==> src/rtl/delay_sched.sv <==
// delay_sched: converts a delay request given in time units (integer part plus a
// binary fraction) into precision ticks, counts it down and emits a one-cycle fire
// pulse when it expires. A free-running time base reports elapsed time units.
//
// Optional build macro: TIME_ROUND_EN
//   When defined, now_units rounds to the nearest unit using the sub-unit counter.
//   When undefined, now_units reports only completed units (truncated).

module delay_sched #(
    parameter int unsigned UNIT_RATIO = 1000,
    parameter int unsigned INT_W      = 16,
    parameter int unsigned FRAC_W     = 10,
    parameter int unsigned CNT_W      = 32
) (
    input  logic              clk,
    input  logic              rst,
    input  logic              req_valid,
    output logic              req_ready,
    input  logic [INT_W-1:0]  req_int,
    input  logic [FRAC_W-1:0] req_frac,
    input  logic              cancel,
    output logic              busy,
    output logic              fire,
    output logic              ovf,
    output logic [CNT_W-1:0]  remaining,
    output logic [CNT_W-1:0]  now_units
);

    // Widths for the conversion datapath. PROD_W covers the larger of the two
    // products plus the rounding carry; WIDE_W adds headroom so the saturation
    // compare against 2**CNT_W-1 is always meaningful.
    localparam int unsigned RATIO_W = $clog2(UNIT_RATIO + 1);
    localparam int unsigned PART_W  = (INT_W > FRAC_W) ? INT_W : FRAC_W;
    localparam int unsigned PROD_W  = PART_W + RATIO_W + 2;
    localparam int unsigned WIDE_W  = ((PROD_W > CNT_W) ? PROD_W : CNT_W) + 1;

    // Sub-unit counter width; keep at least one bit when UNIT_RATIO is 1.
    localparam int unsigned SUB_W = (UNIT_RATIO > 1) ? $clog2(UNIT_RATIO) : 1;

    typedef enum logic [1:0] {
        StIdle,
        StCalc,
        StCount,
        StFire
    } state_t;

    state_t              state_q, state_d;
    logic [INT_W-1:0]    int_q, int_d;
    logic [FRAC_W-1:0]   frac_q, frac_d;
    logic [CNT_W-1:0]    cnt_q, cnt_d;
    logic                ovf_q, ovf_d;

    logic [SUB_W-1:0]    sub_q, sub_d;
    logic [CNT_W-1:0]    units_q, units_d;
    logic                sub_wrap;

    logic [WIDE_W-1:0]   ratio_wide;
    logic [WIDE_W-1:0]   int_prod;
    logic [WIDE_W-1:0]   frac_prod;
    logic [WIDE_W-1:0]   frac_half;
    logic [WIDE_W-1:0]   frac_ticks;
    logic [WIDE_W-1:0]   n_full;
    logic [WIDE_W-1:0]   cnt_max;
    logic                n_sat;
    logic [CNT_W-1:0]    n_ticks;

    // Tick conversion from the registered request: integer part scaled exactly,
    // fractional part scaled and rounded half up, then saturated to CNT_W bits.
    always_comb begin
        ratio_wide = WIDE_W'(UNIT_RATIO);
        int_prod   = WIDE_W'(int_q) * ratio_wide;
        frac_prod  = WIDE_W'(frac_q) * ratio_wide;
        frac_half  = WIDE_W'(1) << (FRAC_W - 1);
        frac_ticks = (frac_prod + frac_half) >> FRAC_W;
        n_full     = int_prod + frac_ticks;
        cnt_max    = {{(WIDE_W - CNT_W){1'b0}}, {CNT_W{1'b1}}};
        n_sat      = (n_full > cnt_max);
        n_ticks    = n_sat ? {CNT_W{1'b1}} : n_full[CNT_W-1:0];
    end

    // FSM next state: request capture, load, countdown, fire and cancel handling.
    always_comb begin
        state_d = state_q;
        int_d   = int_q;
        frac_d  = frac_q;
        cnt_d   = cnt_q;
        ovf_d   = ovf_q;

        unique case (state_q)
            StIdle: begin
                // A request beats a simultaneous cancel; cancel means nothing here.
                if (req_valid) begin
                    state_d = StCalc;
                    int_d   = req_int;
                    frac_d  = req_frac;
                    ovf_d   = 1'b0;
                end
            end
            StCalc: begin
                ovf_d = n_sat;
                if (cancel) begin
                    state_d = StIdle;
                    cnt_d   = '0;
                end else begin
                    state_d = StCount;
                    cnt_d   = n_ticks;
                end
            end
            StCount: begin
                if (cancel) begin
                    state_d = StIdle;
                    cnt_d   = '0;
                end else if (cnt_q == '0) begin
                    state_d = StFire;
                end else begin
                    cnt_d = cnt_q - CNT_W'(1);
                end
            end
            StFire: begin
                state_d = StIdle;
            end
            default: begin
                state_d = StIdle;
                cnt_d   = '0;
            end
        endcase
    end

    // FSM and request state registers.
    always_ff @(posedge clk or posedge rst) begin
        if (rst) begin
            state_q <= StIdle;
            int_q   <= '0;
            frac_q  <= '0;
            cnt_q   <= '0;
            ovf_q   <= 1'b0;
        end else begin
            state_q <= state_d;
            int_q   <= int_d;
            frac_q  <= frac_d;
            cnt_q   <= cnt_d;
            ovf_q   <= ovf_d;
        end
    end

    // Time base next state: sub-unit counter wraps once per unit and bumps units.
    always_comb begin
        sub_wrap = (sub_q == SUB_W'(UNIT_RATIO - 1));
        sub_d    = sub_wrap ? '0 : sub_q + SUB_W'(1);
        units_d  = sub_wrap ? units_q + CNT_W'(1) : units_q;
    end

    // Time base registers; run on every edge regardless of FSM state.
    always_ff @(posedge clk or posedge rst) begin
        if (rst) begin
            sub_q   <= '0;
            units_q <= '0;
        end else begin
            sub_q   <= sub_d;
            units_q <= units_d;
        end
    end

`ifdef TIME_ROUND_EN
    // Round to nearest unit: the half-way point is ceil(UNIT_RATIO/2) ticks.
    localparam int unsigned HALF_UNIT = (UNIT_RATIO + 1) / 2;

    logic round_up;

    // Rounded elapsed time, wrapping modulo 2**CNT_W like the unit counter.
    always_comb begin
        round_up  = (sub_q >= SUB_W'(HALF_UNIT));
        now_units = units_q + CNT_W'(round_up);
    end
`else
    // Truncated elapsed time: completed units only.
    always_comb begin
        now_units = units_q;
    end
`endif

    // Status outputs decoded from the current state.
    always_comb begin
        req_ready = (state_q == StIdle);
        busy      = (state_q == StCalc) || (state_q == StCount);
        fire      = (state_q == StFire);
        ovf       = ovf_q;
        remaining = (state_q == StCount) ? cnt_q : '0;
    end

endmodule

==> config.mk <==
export PLATFORM = sky130hd
export DESIGN_NAME = delay_sched
export DESIGN_NICKNAME = d
export VERILOG_FILES = /design/src/rtl/delay_sched.sv
export SDC_FILE = /design/constraint.sdc
export NUM_CORES = 1
export LEC_CHECK = 0
export ABC_AREA = 0
export BUFFER_PORTS_ARGS = -buffer_cell sky130_fd_sc_hd__buf_4
export CORE_MARGIN = 2
export CORE_UTILIZATION = 45
export DETAILED_ROUTE_END_ITERATION = 16
export PLACE_DENSITY = 0.71
export REMOVE_ABC_BUFFERS = 1
export SYNTH_ARGS = -nofsm -noshare
export SYNTH_HDL_FRONTEND = slang
export SYNTH_SLANG_ARGS = --single-unit
export TNS_END_PERCENT = 1
==> constraint.sdc <==
create_clock -name clk -period 15.9 [get_ports clk]
set_input_delay 3.18 -clock clk [delete_from_list [all_inputs] [get_ports clk]]
set_output_delay 3.18 -clock clk [all_outputs]
set_load 0.05 [all_outputs]
==> results.md <==
- Result of the run: complete, no violations
- Crit path kind: reg2reg
- Share of synthesized flip-flops with an asynchronous set or reset: 1.00
- Yosys cell types: 72
- Number of vias after detailed routing: between 7k and 8k
- Port bufs: between 90 and 100
- Critical Path Stages: 27
- Vias per Instance: approximately 5.4
- Clock insertion delay at the later pin of the skew report: between 0.3 and 0.4 ns
- Fill cell instance count of the final layout: a little under 2k
- Final max-slew violation count: 0
- Effective utilization at floorplan: 0.455
- Worst reg2reg path depth: 27
- Clock-pin slew reported for the worst setup and hold paths after clock tree synthesis: 0.08 ns
- Average wire per cell in the routed design: between 10 and 15 um
- Buffer and inverter count on the worst path: 2
- Global route overflow: 0
- Origin of the critical flop-to-flop path: frac_q[2]
- Total Negative Setup Slacks: 0 ns
- Max Freq: between 100 and 150 MHz
- First-pass iteration count of the detailed router: 5
- Crit-path most repeated cell: sky130_fd_sc_hd__fa_1
- Average cell area after synthesis: 9.88 sq um
- Number of enable flip-flop cells after synthesis: 0
- Startpoint Class: flop
- Diode count: 0
- Via count of the first global-routing pass: ~7.4k
- Chip width: between 150 and 200 um
- Routed WL: 20600 um
- Number of buffers created by CTS: 9
- Post-Syn Instances: roughly 1.0k
- Cell types occupying the most area after synthesis: sky130_fd_sc_hd__dfrtp_1, sky130_fd_sc_hd__fa_1, sky130_fd_sc_hd__ha_1
- Die Y-Extent: between 150 and 200 um
- Hold violation total from the final report: 0
- Total of flip-flops plus latches after synthesis: about 100
- Crit Reg-Reg Endpoint: cnt_q[22]
- H-tree depth: 3
- TritonCTS Sinks: between 100 and 150
- Dominant synthesized flop cell: sky130_fd_sc_hd__dfrtp_1
- RD Place Congestion: around 0.83
- Number of cells on the worst hold path: 1
- Worst-case headroom to the max-slew limit: 0.328
- Post-CTS Repair Setup Buffers: 0
- Capture point of the critical path: cnt_q[22]
- Final period util: 0.465
- Number of antenna violations at the first check in global routing: 0
- Setup violators final: 0
- Clock tree from TritonCTS: built
- Total number of nets in the final design: between 1k and 1.5k
- Global-route wire length before repair: 36200 um
- Storage element area: 2550 sq um
- Family with the most delay on the worst path: adder cells
- Max-cap violations: 0
- Highest net fanout along the worst path: 6
- CP peak stage delay: ~0.55 ns
- Tightest Hold Check Type: reg2reg
- Data required time of the worst path: around 16 ns
- Number of gates given a new drive strength after cts: 0
- Die footprint: approximately 23000 sq um
- Share of cells above drive strength 1: 0.151
- Count of routing violations after the opening detailed-route iteration: slightly below 400
- Number of top-level design ports: 98
- Slowest stage cell, crit path: sky130_fd_sc_hd__fa_1
- Warnings, synthesis: 0
- Clock tree skew after final layout: roughly 0.012 ns
- Cell area after synthesis: between 9000 and 10000 sq um
- Max Root-Sink Buffers: 2
- Remaining design rule violation count: 0
- Multi-input gate area: 6910 sq um
- Least-Margin Pin Slew: a little over 1 ns
- Standard-cell rows: 54
- Startpoint of the most critical setup path: frac_q[2]
- Clock root buffer: sky130_fd_sc_hd__clkbuf_16
- Number of nets with antenna violations after routing: 0
- Post-synthesis to final-layout area growth: 13.4%
- DPL Wire Length: 16100 um
- Post-synthesis sequential area ratio: 0.258
- CTS hold repair buffers: 0
- Crit path capture type: flop
- Largest area contributor in the synthesized netlist: sky130_fd_sc_hd__dfrtp_1
- Maximum number of pins on one net before global-route repair: 77
- Overall global routing resource usage: 0.187
- Floorplan Core Area: between 20000 and 25000 sq um
- Final min period: 7.39 ns
- Data arrival time at the worst-slack endpoint: ~7.6 ns
- Unrepaired setup endpoints after global routing: no
- Reg2reg setup slack: about 8.5 ns
- Fraction of post-synthesis cell area in the top cell type by area: 0.258
## final cells by class
type,instances,share of cell area
Clock buffer,9,0.0201
Clock inverter,7,0.00615
Inverter,88,0.0297
Multi-Input combinational cell,788,0.617
Sequential cell,102,0.228
Tap cell,280,0.0313
Timing Repair Buffer,101,0.0677
## cells in the final DEF, fill, tap and decap left out, types with 6 or more instances in the layout
| cell type | synthesis | routed |
|---|---|---|
| sky130_fd_sc_hd__a21oi_1 | 35 | 35 |
| sky130_fd_sc_hd__o21ai_1 | 6 | 6 |
| sky130_fd_sc_hd__o21a_1 | 11 | 11 |
| sky130_fd_sc_hd__and2_1 | 35 | 35 |
| sky130_fd_sc_hd__nand3_1 | 27 | 27 |
| sky130_fd_sc_hd__o21ai_0 | 42 | 42 |
| sky130_fd_sc_hd__fa_1 | 84 | 84 |
| sky130_fd_sc_hd__or2_2 | 6 | 6 |
| sky130_fd_sc_hd__buf_4 | 1 | 101 |
| sky130_fd_sc_hd__nand2_1 | 70 | 70 |
| sky130_fd_sc_hd__inv_1 | 88 | 87 |
| sky130_fd_sc_hd__dfrtp_1 | 102 | 102 |
| sky130_fd_sc_hd__nand2b_1 | 7 | 7 |
| sky130_fd_sc_hd__or3_1 | 8 | 8 |
| sky130_fd_sc_hd__ha_1 | 106 | 105 |
| sky130_fd_sc_hd__xor2_1 | 34 | 34 |
| sky130_fd_sc_hd__nor3_1 | 30 | 30 |
| sky130_fd_sc_hd__nand4_1 | 9 | 9 |
| sky130_fd_sc_hd__and3_1 | 6 | 6 |
| sky130_fd_sc_hd__nor2_1 | 52 | 52 |
| sky130_fd_sc_hd__a21o_1 | 19 | 19 |
| sky130_fd_sc_hd__nor2b_1 | 8 | 8 |
| sky130_fd_sc_hd__mux2_2 | 29 | 29 |
| sky130_fd_sc_hd__nor4_1 | 13 | 13 |
| sky130_fd_sc_hd__xnor2_1 | 65 | 65 |
| sky130_fd_sc_hd__clkbuf_16 | 0 | 9 |
## per-layer routing
metal	global-route usage	vias to the layer above	routed length, um	part of all wire
met5	0	-	0	0
met3	0.0230	16	713	0.035
met4	0.0449	0	257	0.012
li1	-	3635	-	-
met1	0.272	3587	10200	0.49
met2	0.301	144	9450	0.46
## synthesized netlist by cell type (3+ instances only)
cell,instances
sky130_fd_sc_hd__ha_1,106
sky130_fd_sc_hd__dfrtp_1,102
sky130_fd_sc_hd__inv_1,88
sky130_fd_sc_hd__fa_1,84
sky130_fd_sc_hd__nand2_1,70
sky130_fd_sc_hd__xnor2_1,65
sky130_fd_sc_hd__nor2_1,52
sky130_fd_sc_hd__o21ai_0,42
sky130_fd_sc_hd__a21oi_1,35
sky130_fd_sc_hd__and2_1,35
sky130_fd_sc_hd__xor2_1,34
sky130_fd_sc_hd__nor3_1,30
sky130_fd_sc_hd__mux2_2,29
sky130_fd_sc_hd__nand3_1,27
sky130_fd_sc_hd__a21o_1,19
sky130_fd_sc_hd__clkbuf_1,18
sky130_fd_sc_hd__nor4_1,13
sky130_fd_sc_hd__o21a_1,11
sky130_fd_sc_hd__nand4_1,9
sky130_fd_sc_hd__nor2b_1,8
sky130_fd_sc_hd__or3_1,8
sky130_fd_sc_hd__nand2b_1,7
sky130_fd_sc_hd__and3_1,6
sky130_fd_sc_hd__o21ai_1,6
sky130_fd_sc_hd__or2_2,6
sky130_fd_sc_hd__a31oi_1,5
sky130_fd_sc_hd__o211ai_1,5
sky130_fd_sc_hd__o31ai_1,5
sky130_fd_sc_hd__or4_1,5
sky130_fd_sc_hd__a22o_1,4
sky130_fd_sc_hd__a22oi_1,4
sky130_fd_sc_hd__and4_1,4
sky130_fd_sc_hd__mux2i_1,4
sky130_fd_sc_hd__o21bai_1,4
sky130_fd_sc_hd__o221ai_1,4
sky130_fd_sc_hd__a211oi_1,3
## sequential cells by signal, indices dropped and copies added (netlist names)
name and cells:
cnt_q 32, now_units 32, int_q 16, frac_q 10
sub_q 10, state_q 2
## worst min path at each step
stage                         end           from  slack [ns]
global placement    now_units[31]  now_units[31]        0.46
finish              now_units[31]  now_units[31]        0.47
global route             sub_q[9]       sub_q[9]        0.52
detailed placement  now_units[31]  now_units[31]        0.47
floorplan                sub_q[0]       sub_q[0]        0.45
CTS                 now_units[31]  now_units[31]        0.48
## through the flow
step                       util  instance area, sq um  setup slack [ns]  instances  hold slack (ns)
after floorplan               -                  9790              9.08        978            0.448
after global placement    0.503                 10900              8.74       1359            0.464
after detailed placement  0.503                 10900              8.47       1359            0.467
after CTS                 0.516                 11200              8.47       1375            0.479
after global routing      0.516                 11200              7.98       1375            0.515
final                     0.516                 11200              8.51       1375            0.474
## cell families after synthesis
family                   after synthesis  share of synthesized area
other                                  1                   0.000380
flip-flops                           102                      0.258
AO/OA/AOI/OAI                        170                      0.112
multiplexers                          33                     0.0371
AND/OR/NAND/NOR                      294                      0.156
adder cells (fa/ha/maj)              190                      0.305
XOR/XNOR                             100                     0.0894
buffers and inverters                110                     0.0424
Power is not shown: default switching activity piles up to over one toggle a cycle in this logic, so the estimate is an artifact.
